==> src/rtl/hdmi_pkg.sv <==
// Shared definitions for the HDMI video path: raster constants, pixel type and feeder states.
package hdmi_pkg;

  // Active raster, shared with hdmi_core.
  localparam int unsigned H_ACTIVE = 960;
  localparam int unsigned V_ACTIVE = 600;

  // Blanking and sync timing, shared with hdmi_core.
  localparam int unsigned H_FRONT  = 40;
  localparam int unsigned H_SYNC   = 128;
  localparam int unsigned H_BACK   = 88;
  localparam int unsigned V_FRONT  = 1;
  localparam int unsigned V_SYNC   = 4;
  localparam int unsigned V_BACK   = 23;

  localparam int unsigned H_TOTAL  = H_ACTIVE + H_FRONT + H_SYNC + H_BACK;
  localparam int unsigned V_TOTAL  = V_ACTIVE + V_FRONT + V_SYNC + V_BACK;

  typedef struct packed {
    logic [7:0] r;
    logic [7:0] g;
    logic [7:0] b;
  } rgb_t;

  typedef enum logic [1:0] {
    RESYNC,
    ARM,
    RUN
  } feeder_state_e;

endpackage

==> src/rtl/sync_fifo.sv <==
// Show-ahead synchronous FIFO with registered storage and a flush that still accepts a push.
module sync_fifo #(
  parameter int unsigned WIDTH = 25,
  parameter int unsigned DEPTH = 16,
  localparam int unsigned AW   = $clog2(DEPTH)
) (
  input  logic             clk_i,
  input  logic             rst_ni,
  input  logic             flush_i,
  input  logic             push_i,
  input  logic [WIDTH-1:0] wdata_i,
  input  logic             pop_i,
  output logic [WIDTH-1:0] rdata_o,
  output logic             full_o,
  output logic             empty_o,
  output logic [AW:0]      level_o
);

  localparam int unsigned LW = AW + 1;

  logic [WIDTH-1:0] mem_q [DEPTH];
  logic [AW-1:0]    wptr_q, wptr_d;
  logic [AW-1:0]    rptr_q, rptr_d;
  logic [LW-1:0]    level_q, level_d;
  logic [AW-1:0]    waddr;
  logic             wr_en, rd_en;

  assign full_o  = (level_q == LW'(DEPTH));
  assign empty_o = (level_q == '0);
  assign level_o = level_q;
  assign rdata_o = mem_q[rptr_q];

  // A flush empties the FIFO, but a same-cycle push lands in slot 0.
  assign wr_en = push_i && (flush_i || !full_o);
  assign rd_en = pop_i && !empty_o && !flush_i;
  assign waddr = flush_i ? '0 : wptr_q;

  // Pointer and occupancy next-state.
  always_comb begin
    wptr_d  = wptr_q;
    rptr_d  = rptr_q;
    level_d = level_q;
    if (flush_i) begin
      rptr_d  = '0;
      wptr_d  = AW'(wr_en);
      level_d = LW'(wr_en);
    end else begin
      if (wr_en) wptr_d = wptr_q + 1'b1;
      if (rd_en) rptr_d = rptr_q + 1'b1;
      if (wr_en && !rd_en) begin
        level_d = level_q + 1'b1;
      end else if (!wr_en && rd_en) begin
        level_d = level_q - 1'b1;
      end
    end
  end

  // Pointer and occupancy registers.
  always_ff @(posedge clk_i or negedge rst_ni) begin
    if (!rst_ni) begin
      wptr_q  <= '0;
      rptr_q  <= '0;
      level_q <= '0;
    end else begin
      wptr_q  <= wptr_d;
      rptr_q  <= rptr_d;
      level_q <= level_d;
    end
  end

  // Storage array; contents need no reset since reads are qualified by empty.
  always_ff @(posedge clk_i) begin
    if (wr_en) mem_q[waddr] <= wdata_i;
  end

endmodule

==> src/rtl/hdmi_pixel_feeder.sv <==
// Buffers the source pixel stream and feeds hdmi_core one pixel per rgb_ready, frame-aligned.
module hdmi_pixel_feeder
  import hdmi_pkg::*;
#(
  parameter int unsigned DEPTH    = 16,
  parameter int unsigned HWIDTH   = H_ACTIVE,
  parameter int unsigned VHEIGHT  = V_ACTIVE,
  parameter logic [23:0] FILL_RGB = 24'h000000
) (
  input  logic                   clk,
  input  logic                   reset_n,
  input  logic                   s_valid,
  output logic                   s_ready,
  input  logic [23:0]            s_data,
  input  logic                   s_sof,
  input  logic                   rgb_ready,
  input  logic                   vblank,
  output logic [7:0]             red,
  output logic [7:0]             grn,
  output logic [7:0]             blu,
  output logic                   locked,
  output logic                   underflow,
  output logic                   sync_err,
  input  logic                   clr_status,
  output logic [$clog2(DEPTH):0] level
);

  localparam int unsigned NPIX = HWIDTH * VHEIGHT;
  localparam int unsigned PW   = $clog2(NPIX);
  localparam logic [PW-1:0] PCNT_MAX = PW'(NPIX - 1);

  feeder_state_e state_q, state_d;
  logic [PW-1:0] pcnt_q, pcnt_d;
  logic          vblank_q;
  logic          underflow_q, sync_err_q;
  logic          set_uf, set_se;

  logic          fifo_push, fifo_pop, fifo_flush;
  logic          fifo_full, fifo_empty;
  logic [24:0]   fifo_head;
  rgb_t          head_rgb, out_rgb;
  logic          head_sof;

  sync_fifo #(
    .WIDTH (25),
    .DEPTH (DEPTH)
  ) u_fifo (
    .clk_i   (clk),
    .rst_ni  (reset_n),
    .flush_i (fifo_flush),
    .push_i  (fifo_push),
    .wdata_i ({s_sof, s_data}),
    .pop_i   (fifo_pop),
    .rdata_o (fifo_head),
    .full_o  (fifo_full),
    .empty_o (fifo_empty),
    .level_o (level)
  );

  assign head_sof = fifo_head[24];
  assign head_rgb = rgb_t'(fifo_head[23:0]);

  // Next-state, FIFO control and flag-set decode.
  always_comb begin
    state_d    = state_q;
    pcnt_d     = pcnt_q;
    fifo_push  = 1'b0;
    fifo_pop   = 1'b0;
    fifo_flush = 1'b0;
    set_uf     = 1'b0;
    set_se     = 1'b0;
    s_ready    = !fifo_full;
    unique case (state_q)
      RESYNC: begin
        // Everything is accepted; only a frame start survives the flush.
        s_ready    = 1'b1;
        fifo_flush = 1'b1;
        pcnt_d     = '0;
        if (s_valid && s_sof) begin
          fifo_push = 1'b1;
          state_d   = ARM;
        end
      end
      ARM: begin
        fifo_push = s_valid && !fifo_full;
        if (vblank_q && !vblank) state_d = RUN;
      end
      RUN: begin
        fifo_push = s_valid && !fifo_full;
        if (rgb_ready) begin
          pcnt_d = (pcnt_q == PCNT_MAX) ? '0 : pcnt_q + 1'b1;
          if (fifo_empty) begin
            set_uf = 1'b1;
          end else if (head_sof != (pcnt_q == '0)) begin
            set_se  = 1'b1;
            state_d = RESYNC;
          end else begin
            fifo_pop = 1'b1;
          end
        end
      end
      default: state_d = RESYNC;
    endcase
  end

  // FSM, pixel counter, vblank history and sticky status flags; set wins over clear.
  always_ff @(posedge clk or negedge reset_n) begin
    if (!reset_n) begin
      state_q     <= RESYNC;
      pcnt_q      <= '0;
      vblank_q    <= 1'b0;
      underflow_q <= 1'b0;
      sync_err_q  <= 1'b0;
    end else begin
      state_q     <= state_d;
      pcnt_q      <= pcnt_d;
      vblank_q    <= vblank;
      underflow_q <= set_uf | (underflow_q & ~clr_status);
      sync_err_q  <= set_se | (sync_err_q & ~clr_status);
    end
  end

  // Output pixel mux from the registered FIFO head.
  always_comb begin
    out_rgb = rgb_t'(FILL_RGB);
    if (state_q == RUN && !fifo_empty) out_rgb = head_rgb;
  end

  assign red       = out_rgb.r;
  assign grn       = out_rgb.g;
  assign blu       = out_rgb.b;
  assign locked    = (state_q == RUN);
  assign underflow = underflow_q;
  assign sync_err  = sync_err_q;

endmodule

==> config.mk <==
export PLATFORM = sky130hd
export DESIGN_NAME = hdmi_pixel_feeder
export DESIGN_NICKNAME = d
export VERILOG_FILES = /design/src/rtl/hdmi_pkg.sv /design/src/rtl/sync_fifo.sv /design/src/rtl/hdmi_pixel_feeder.sv
export SDC_FILE = /design/constraint.sdc
export NUM_CORES = 1
export LEC_CHECK = 0
export ABC_AREA = 0
export CORE_MARGIN = 5
export CORE_UTILIZATION = 40
export CTS_BUF_LIST = sky130_fd_sc_hd__clkbuf_4 sky130_fd_sc_hd__clkbuf_8
export DETAILED_ROUTE_END_ITERATION = 6
export GPL_TIMING_DRIVEN = 0
export RECOVER_POWER = 50
export SLEW_MARGIN = 20
export SYNTH_ARGS = -nofsm -noshare
export SYNTH_HDL_FRONTEND = slang
export SYNTH_HIERARCHICAL = 1
export SYNTH_SLANG_ARGS = --single-unit
==> constraint.sdc <==
create_clock -name clk -period 5.2 [get_ports clk]
set_input_delay 1.04 -clock clk [delete_from_list [all_inputs] [get_ports clk]]
set_output_delay 1.04 -clock clk [all_outputs]
set_load 0.02 [all_outputs]
-- Yosys cells after proc, flatten, opt, wreduce, memory -nomap -nowiden
Memory sizes are Yosys's and may differ from the RTL's.
Index checks and enable logic that the tools add are counted.
- flip-flop bits (word level): 38
- memory bits (writable): 400
- input port bits: 31
- output and inout port bits: 33
- word-level logic and storage cells: 90
- memories: 1
- add/sub/neg operators: 5
- equal/unequal tests: 10
- multiplexer cells: 35
- bitwise operators: 5
- reduce and logical (&&, ||, !) cells: 26
- memories (name ; depth ; width ; read ports ; clocked after memory_dff ; wr ports ; RTL line ; RTL):
    u_fifo.mem_q ; 16 ; 25 ; 1 ; 0 ; 1 ; sync_fifo.sv:21 ; logic [WIDTH-1:0] mem_q [DEPTH];
- operators with widths (kind ; count):
    two-way mux 20 bit ; 2
    one-hot mux 20 bit (2 select lines) ; 1
    two-way mux 24 bit ; 1
    adder 20 x 1 -> 20 bit, second input constant ; 1
    == test 20 bit, second input constant ; 1
    logical NOT 20 bit ; 1
    two-way mux 4 bit ; 5
    two-way mux 1 bit ; 16
    two-way mux 5 bit ; 3
    two-way mux 2 bit ; 5
    logical AND 1 bit ; 9
    adder 4 x 1 -> 4 bit, second input constant ; 2
    != test 2 bit, second input constant ; 4
    logical NOT 1 bit ; 6
    one-hot mux 2 bit (3 select lines) ; 1
    nonzero test 2 bit ; 3
    adder 5 x 1 -> 5 bit, second input constant ; 1
    == test 5 bit, second input constant ; 1
    logical NOT 5 bit ; 1
    AND reduction 5 bit ; 1
    subtractor 5 x 1 -> 5 bit, second input constant ; 1
    nonzero test 3 bit ; 1
    AND 1 bit ; 2
    == test 2 x 1 -> 1 bit, second input constant ; 1
    other kinds (10) ; 11

-- Longest topological paths before layout
Gate-level depths: netlist of run 1.
- depth after elaboration: 12
- mapped depth: 19
- mapped depth without buffers: 14

-- Modules after synthesis
Netlist of run 1, hierarchy kept.
- by module, submodules not included (module ; times used ; cells each ; area each (um^2) ; seq. area each (um^2)):
    sync_fifo ; 1 ; 849 ; 16280.6 ; 12336.8
    hdmi_pixel_feeder ; 1 ; 223 ; 1826.8 ; 625.6

-- Least setup slack after synthesis of run 1
No wires, ideal clock.
- path kind: input -> register
- from: input port s_sof
- to: memory u_fifo.mem_q[13][0], enable pin
- setup time: 438 ps
- arrival time: 3895 ps
- data required time: 4762 ps
- setup slack: 866 ps
- cell stages on the path: 6
- path buffers: 0
- cell sequence: a22oi_1 -> nor3b_1 -> inv_1 -> a21oi_1 -> nand4b_1 -> nor3_1
- cells in the longest elaborated chain, start to end: 6
- RTL lines (element ; RTL line ; RTL):
    start, declared ; hdmi_pixel_feeder.sv:15 ; input logic s_sof,
    logical AND 1 bit ; hdmi_pixel_feeder.sv:79 ; if (s_valid && s_sof) begin
    two-way mux 1 bit ; hdmi_pixel_feeder.sv:79 ;
    one-hot mux 1 bit (2 select lines) ; hdmi_pixel_feeder.sv:73 ; unique case (state_q)
    via fifo_push ; hdmi_pixel_feeder.sv:38 ; logic fifo_push, fifo_pop, fifo_flush;
    logical AND 1 bit ; sync_fifo.sv:34 ; assign wr_en = push_i && (flush_i || !full_o);
    two-way mux 1 bit ; sync_fifo.sv:73 ; if (wr_en) mem_q[waddr] <= wdata_i;
    two-way mux 1 bit (implied by the code) ; sync_fifo.sv:73 ;
    end, declared ; sync_fifo.sv:21 ;
The timed path passes the listed nets, and every way through them passes these cells.

-- Worst setup path after layout of run 1
- from: register state_q[0]
- to: output port red[5]
- cells in the longest elaborated chain, start to end: 3
- RTL lines (element ; RTL line ; RTL):
    start, declared ; hdmi_pixel_feeder.sv:32 ; feeder_state_e state_q, state_d;
    start signal, assigned ; hdmi_pixel_feeder.sv:115 ; state_q <= state_d;
    == test 2 bit ; hdmi_pixel_feeder.sv:126 ; if (state_q == RUN && !fifo_empty) out_rgb = head_rgb;
    logical AND 1 bit ; hdmi_pixel_feeder.sv:126 ;
    two-way mux 24 bit ; hdmi_pixel_feeder.sv:126 ;
    end, declared ; hdmi_pixel_feeder.sv:18 ; output logic [7:0] red,
No other way between the ends.

==> impl_metrics.env, run 1 <==
export IMPL_outcome="complete, no violations"
export IMPL_synth_area_leaders="edfxtp_1 66%, mux4_2 6.2%, mux2i_1 5.7%"
export IMPL_rsz0062_at_grt="false"
export IMPL_clockBufferDepth=3
export IMPL_fin_ws_ns=0.375
export IMPL_antenna_diode_count=0
export IMPL_drive_gt1_share_pct=19.6
export IMPL_leakagePower_uw=0.00690
export IMPL_grt_pass1_vias=10678
export IMPL_r2r_slack_ns=0.45
export IMPL_post_place_cells=1765
export IMPL_vdd_ir_drop_max_uv=258
export IMPL_grt_max_degree=25
export IMPL_finalWirelength_um=44300
export IMPL_grt_remaining_overflow=0
export IMPL_final_nets=1285
export IMPL_hp_class="in2async"
export IMPL_cts_root_buf="clkbuf_8"
export IMPL_layout_cells_non_filler=1890
export IMPL_cp_common_cell="inv_1"
export IMPL_routedWlPerCell_um=23.5
export IMPL_finalHoldViolCount=0
export IMPL_cp_start_kind="register"
export IMPL_max_slew_margin_rel_pct=6.68
export IMPL_crit_slowest_cell="nor2_1"
export IMPL_core_mm2=0.0451
export IMPL_grtUsageTotal_pct=17.6
export IMPL_drt_iter0_drc=815
export IMPL_arrival_ns=3.78
export IMPL_cts_clk_slew_worst_paths_ns=0.06
export IMPL_cts_sinks=438
export IMPL_drv_cap=0
export IMPL_ys_flop_type="edfxtp_1"
export IMPL_holdWs_ns=0.512
export IMPL_setup_violations=0
export IMPL_power_total_uw=9550
export IMPL_ctsHtreeMaxLevel=3
export IMPL_layout_min_cycle_time_ns=4.82
export IMPL_power_density_mw_per_mm2=445
export IMPL_fmax_mhz=207
export IMPL_place_port_buffers=63
export IMPL_die_width_um=223
export IMPL_ctsHoldBuffers=0
export IMPL_yosys_area_top_type="edfxtp_1"
export IMPL_antenna_found_initial=0
export IMPL_finalCritPeriodShare_pct=92.8
export IMPL_synthesis_area_mm2=0.0181
export IMPL_synthTopCellsByCount="400 x edfxtp_1, 104 x mux2i_1, 51 x nand2_1, 50 x a221oi_1, 50 x mux4_2"
export IMPL_num_vias=10511
export IMPL_ioPinCount=64
export IMPL_syn_avg_cell_area_um2=16.9
export IMPL_synth_most_common_cell="edfxtp_1"
export IMPL_yosys_warnings=6
export IMPL_firstDrtPassIters=5
export IMPL_path_cells="inv_1, ha_1, inv_1, nor2_1, clkbuf_1, and2_1, clkdlybuf4s50_1"
export IMPL_ys_seq_area_share_pct=71.6
export IMPL_gp_congestion=0.834
export IMPL_dieArea_mm2=0.0496
export IMPL_tritoncts="done"
export IMPL_end_kind="output port"
export IMPL_synthToLayoutAreaGrowth_pct=18.4
export IMPL_crit_type="reg2out"
export IMPL_dp_slack_ns=-0.471
export IMPL_postRouteAntennaNets=0
export IMPL_grt_pass1_wl_um=66600
export IMPL_ys_ff_latch=438
export IMPL_cts_buffers=75
export IMPL_cp_slowest_stage_delay_ns=0.65
export IMPL_drc=0
export IMPL_crit_required_ns=4.16
export IMPL_syn_inst=1072
export IMPL_synth_cell_types=65
export IMPL_synth_top_area_share_pct=66.3
export IMPL_worstPathMaxFanout=10
export IMPL_async_flop_share_pct=8.68
export IMPL_fill_cells=3897
export IMPL_hpwlAfterDp_um=29100
export IMPL_syn_nets=1117
export IMPL_routed_via_density=5.56
export IMPL_tightest_slew_ns=1.40
export IMPL_synth_edf_count=400
export IMPL_clock_latency_ns=0.64
export IMPL_finalClockSkew_ns=0.0291
export IMPL_slew_viol_final=0
export IMPL_die_h_um=223
export IMPL_core_rowCount=78
export IMPL_start_util_pct=40.2
-- state kept, by name, indices dropped and copies added (netlist names) --
signal	count
u_fifo/rptr_q	4
u_fifo/level_o	5
vblank_q	1
pcnt_q	20
u_fifo/wptr_q	4
u_fifo/mem_q	400
state_q	2
sync_err	1
underflow	1
-- kinds of logic after synthesis --
| logic type | Yosys count | share of synthesized area, % |
|---|---|---|
| compound gates | 187 | 7.40 |
| xor+xnor | 7 | 0.339 |
| fa+ha+maj | 14 | 1.01 |
| buf+inv | 79 | 2.00 |
| flops | 438 | 71.6 |
| mux | 157 | 12.2 |
| simple gates | 190 | 5.51 |
-- where the power goes --
group | leakage (uW) | switching (uW) | internal, uW
Sequential | 0.00412 | 81.6 | 4020
Combinational | 0.00205 | 1430 | 1080
Clock | 0.000734 | 1330 | 1610
Total | 0.00690 | 2840 | 6710
-- metrics by stage --
step	area (um2)	utilization (%)	TNS, ns
final	21400	47.5	0
after global routing	21400	47.5	0
after CTS	21500	47.6	0
after detailed placement	20000	44.5	-1.15
after global placement	19500	43.2	-525.75
after floorplan	18100	-	0
-- placed cells by master (no fill, tap or decap), types with 10 or more instances in the layout --
master             n
a21oi_1           20
a221oi_1          49
a22oi_1           27
a31oi_1           10
and2_1            25
buf_16            10
buf_2             17
buf_4             22
clkbuf_1          31
clkbuf_4          26
clkbuf_8          78
clkdlybuf4s50_1   35
clkinv_1          18
dfrtp_1           38
dlygate4sd3_1     27
edfxtp_1         400
ha_1              13
inv_1             16
mux2i_1          104
mux4_2            50
nand2_1           51
nand3_1           17
nor2_1            23
nor2_4            10
o21ai_0           42
-- timing repair --
action / 4_1_cts / 5_1_grt
resized for setup: 7 / 3
endpoints found under the setup margin: 4 / 2
setup buffers: 0 / 0
-- layout make-up --
class                   instances  area (um2)  area share, %
flip-flops and latches        438       13000           60.5
multi-input cells             555        4890           22.8
clock buffers                 104        1270           5.92
repair buffers                 93        1070           4.99
well taps                     600         751           3.50
plain buffers                  60         294           1.37
clock inverters                23         133          0.619
inverters                      17        67.6          0.315
-- critical path, delay by kind of cell (launching register included) --
kind | cells | cell delay, ns
buffers and inverters | 4 | 1.53
AND/OR/NAND/NOR | 2 | 0.92
flip-flops | 1 | 0.44
adder cells (fa/ha/maj) | 1 | 0.27
-- layer usage --
metal  routed length, um  part of all wire, %  track usage [%]
met4                 737                  1.7             4.15
met2               21700                   49             28.6
met5                   0                    0                0
met3                2760                  6.2             4.08
met1               19200                   43             24.4
-- final timing paths --
path	from	depth (start not counted)	to
max in group asynchronous	reset_n	2	u_fifo/rptr_q[2]$_DFFE_PN0P_
min in group clk	underflow$_DFF_PN0_	2	underflow$_DFF_PN0_
hold / removal	reset_n	1	pcnt_q[18]$_DFFE_PN0P_
setup reg to reg	u_fifo/rptr_q[3]$_DFFE_PN0P_	17	u_fifo/level_o[4]$_DFFE_PN0P_
setup / recovery	state_q[0]$_DFFE_PN0P_	7	red[5]
hold reg to reg	underflow$_DFF_PN0_	2	underflow$_DFF_PN0_
Note: power is estimated with default switching activity, not from simulation.
==> run 2: changes to the inputs <==
- CORE_ASPECT_RATIO: not set -> 1.25
==> run 2 against run 1 <==
Net effect: sequential cell count is the same; routed wire length up 0.52%; critical path depth unchanged; design area fell by 0.37%.
==> impl_metrics.env, run 2 (synthesized netlist as in run 1, its figures left out) <==
export IMPL_outcome="complete, no violations"
export IMPL_place_port_buffers=63
export IMPL_drv_cap=0
export IMPL_rsz0062_at_grt="false"
export IMPL_worstHoldStart="pcnt_q[17]$_DFFE_PN0P_"
export IMPL_gp_congestion=0.835
export IMPL_drive_gt1_share_pct=19.6
export IMPL_vdd_ir_drop_max_uv=243
export IMPL_hp_class="reg2reg"
export IMPL_hpwlAfterDp_um=29200
export IMPL_ioPinCount=64
export IMPL_grt_remaining_overflow=0
export IMPL_crit_type="reg2out"
export IMPL_finalClockSkew_ns=0.0301
export IMPL_ctsHoldBuffers=0
export IMPL_regMostFlops="u_fifo/mem_q"
export IMPL_layout_min_cycle_time_ns=4.91
export IMPL_final_nets=1282
export IMPL_tritoncts="done"
export IMPL_cts_clk_slew_worst_paths_ns=0.06
export IMPL_grt_pass1_vias=10792
export IMPL_grt_max_degree=24
export IMPL_crit_required_ns=4.16
export IMPL_regToRegStartpoint="u_fifo/rptr_q[3]$_DFFE_PN0P_"
export IMPL_postPlaceCellArea_mm2=0.0200
export IMPL_cts_root_buf="clkbuf_8"
export IMPL_die_h_um=248
export IMPL_tightest_slew_ns=1.39
export IMPL_postRouteAntennaNets=0
export IMPL_post_place_cells=1743
export IMPL_die_width_um=200
export IMPL_routedWlPerCell_um=23.9
export IMPL_finalWirelength_um=44600
export IMPL_cts_sinks=438
export IMPL_fmax_mhz=204
export IMPL_routed_via_density=5.64
export IMPL_worstPathMaxFanout=10
export IMPL_drt_iter0_drc=706
export IMPL_firstDrtPassIters=5
export IMPL_dieArea_mm2=0.0496
export IMPL_layout_commonest_cell="edfxtp_1"
export IMPL_fill_cells=3826
export IMPL_cp_start_kind="register"
export IMPL_drc=0
export IMPL_max_slew_margin_rel_pct=7.59
export IMPL_start_util_pct=40.3
export IMPL_finalHoldViolCount=0
export IMPL_leakagePower_uw=0.00688
export IMPL_grtUsageTotal_pct=17.8
export IMPL_antenna_found_initial=1
export IMPL_holdWs_ns=0.536
export IMPL_largest_register_ffs=400
export IMPL_grt_pass1_wl_um=66500
export IMPL_clock_latency_ns=0.63
export IMPL_synthToLayoutAreaGrowth_pct=18.0
export IMPL_arrival_ns=3.87
export IMPL_end_kind="output port"
export IMPL_core_rowCount=87
export IMPL_num_vias=10543
export IMPL_power_density_mw_per_mm2=442
export IMPL_core_mm2=0.0450
export IMPL_fin_area_mm2=0.0214
export IMPL_layout_cells_non_filler=1868
export IMPL_finalCritPeriodShare_pct=94.5
export IMPL_mostFrequentLayoutCells="400 x edfxtp_1, 104 x mux2i_1, 73 x clkbuf_8"
export IMPL_ctsHtreeMaxLevel=3
export IMPL_clockBufferDepth=3
export IMPL_setup_violations=0
export IMPL_slew_viol_final=0
export IMPL_cts_buffers=71
export IMPL_critPathLaunch="state_q[0]$_DFFE_PN0P_"
run 2: cell count changes in the layout (fill, tap and decap cells not counted), sizes merged:
cell,change
diode,+1
inv,-1
clkbuf,-4
clkinv,+4
run 2: cell type report:
cell class              count  area (um2)  share of cell area (%)
flip-flops and latches    438       13000                    60.7
clock inverters            26         146                   0.685
repair buffers             93        1070                    5.03
well taps                 578         723                    3.39
clock buffers              99        1200                    5.62
inverters                  17        63.8                   0.299
plain buffers              61         298                    1.39
diodes                      1        2.50                  0.0117
multi-input cells         555        4890                    22.9
run 2: final timing paths:
kind                                            endpoint  slack [ns]  depth (start not counted)
setup / recovery                                  red[6]        0.29                          7
hold / removal                    pcnt_q[17]$_DFFE_PN0P_        0.54                          1
hold reg to reg                   pcnt_q[17]$_DFFE_PN0P_        0.54                          1
setup reg to reg           u_fifo/level_o[4]$_DFFE_PN0P_        0.39                         17
min in group asynchronous  u_fifo/level_o[0]$_DFFE_PN0P_        0.72                          1
max in group asynchronous         pcnt_q[16]$_DFFE_PN0P_        3.06                          2
run 2: what timing repair did:
item / in CTS / in global routing
gates resized for setup: 7 / 2
setup buffers: 0 / 0
setup endpoints to repair: 12 / 2
run 2: routing by layer:
layer  up-vias  global-route usage [%]  part of all wire [%]
met2       347                    30.7                    51
met5         -                       0                     0
met1      5448                    22.6                    41
li1       4676                       -                     -
met3        72                    2.94                   5.2
met4         0                    7.47                   3.1
run 2: critical path, stage by stage, from the launching register on:
cell             delay (ns)
dfrtp_1                0.43
inv_1                  0.15
ha_1                   0.27
inv_1                  0.18
nor2_2                 0.54
clkbuf_1               0.71
and2_1                 0.32
clkdlybuf4s50_1        0.64
run 2: metrics by stage:
step | util (%) | TNS, ns | setup WS, ns | power, uW
after floorplan | - | 0 | 0.866 | 5860
after global placement | 43.3 | -571.28 | -2.81 | 6610
after detailed placement | 44.6 | -0.800 | -0.426 | 6690
after CTS | 47.6 | 0 | 0.0795 | 9570
after global routing | 47.5 | 0 | 0.0591 | 9930
final | 47.5 | 0 | 0.286 | 9450
run 2: power by group:
group / leakage (uW) / switching [uW] / total (uW) / internal (uW)
combinational: 0.00205 / 1430 / 2500 / 1080
sequential: 0.00412 / 79.7 / 4100 / 4020
clock: 0.000708 / 1310 / 2850 / 1540
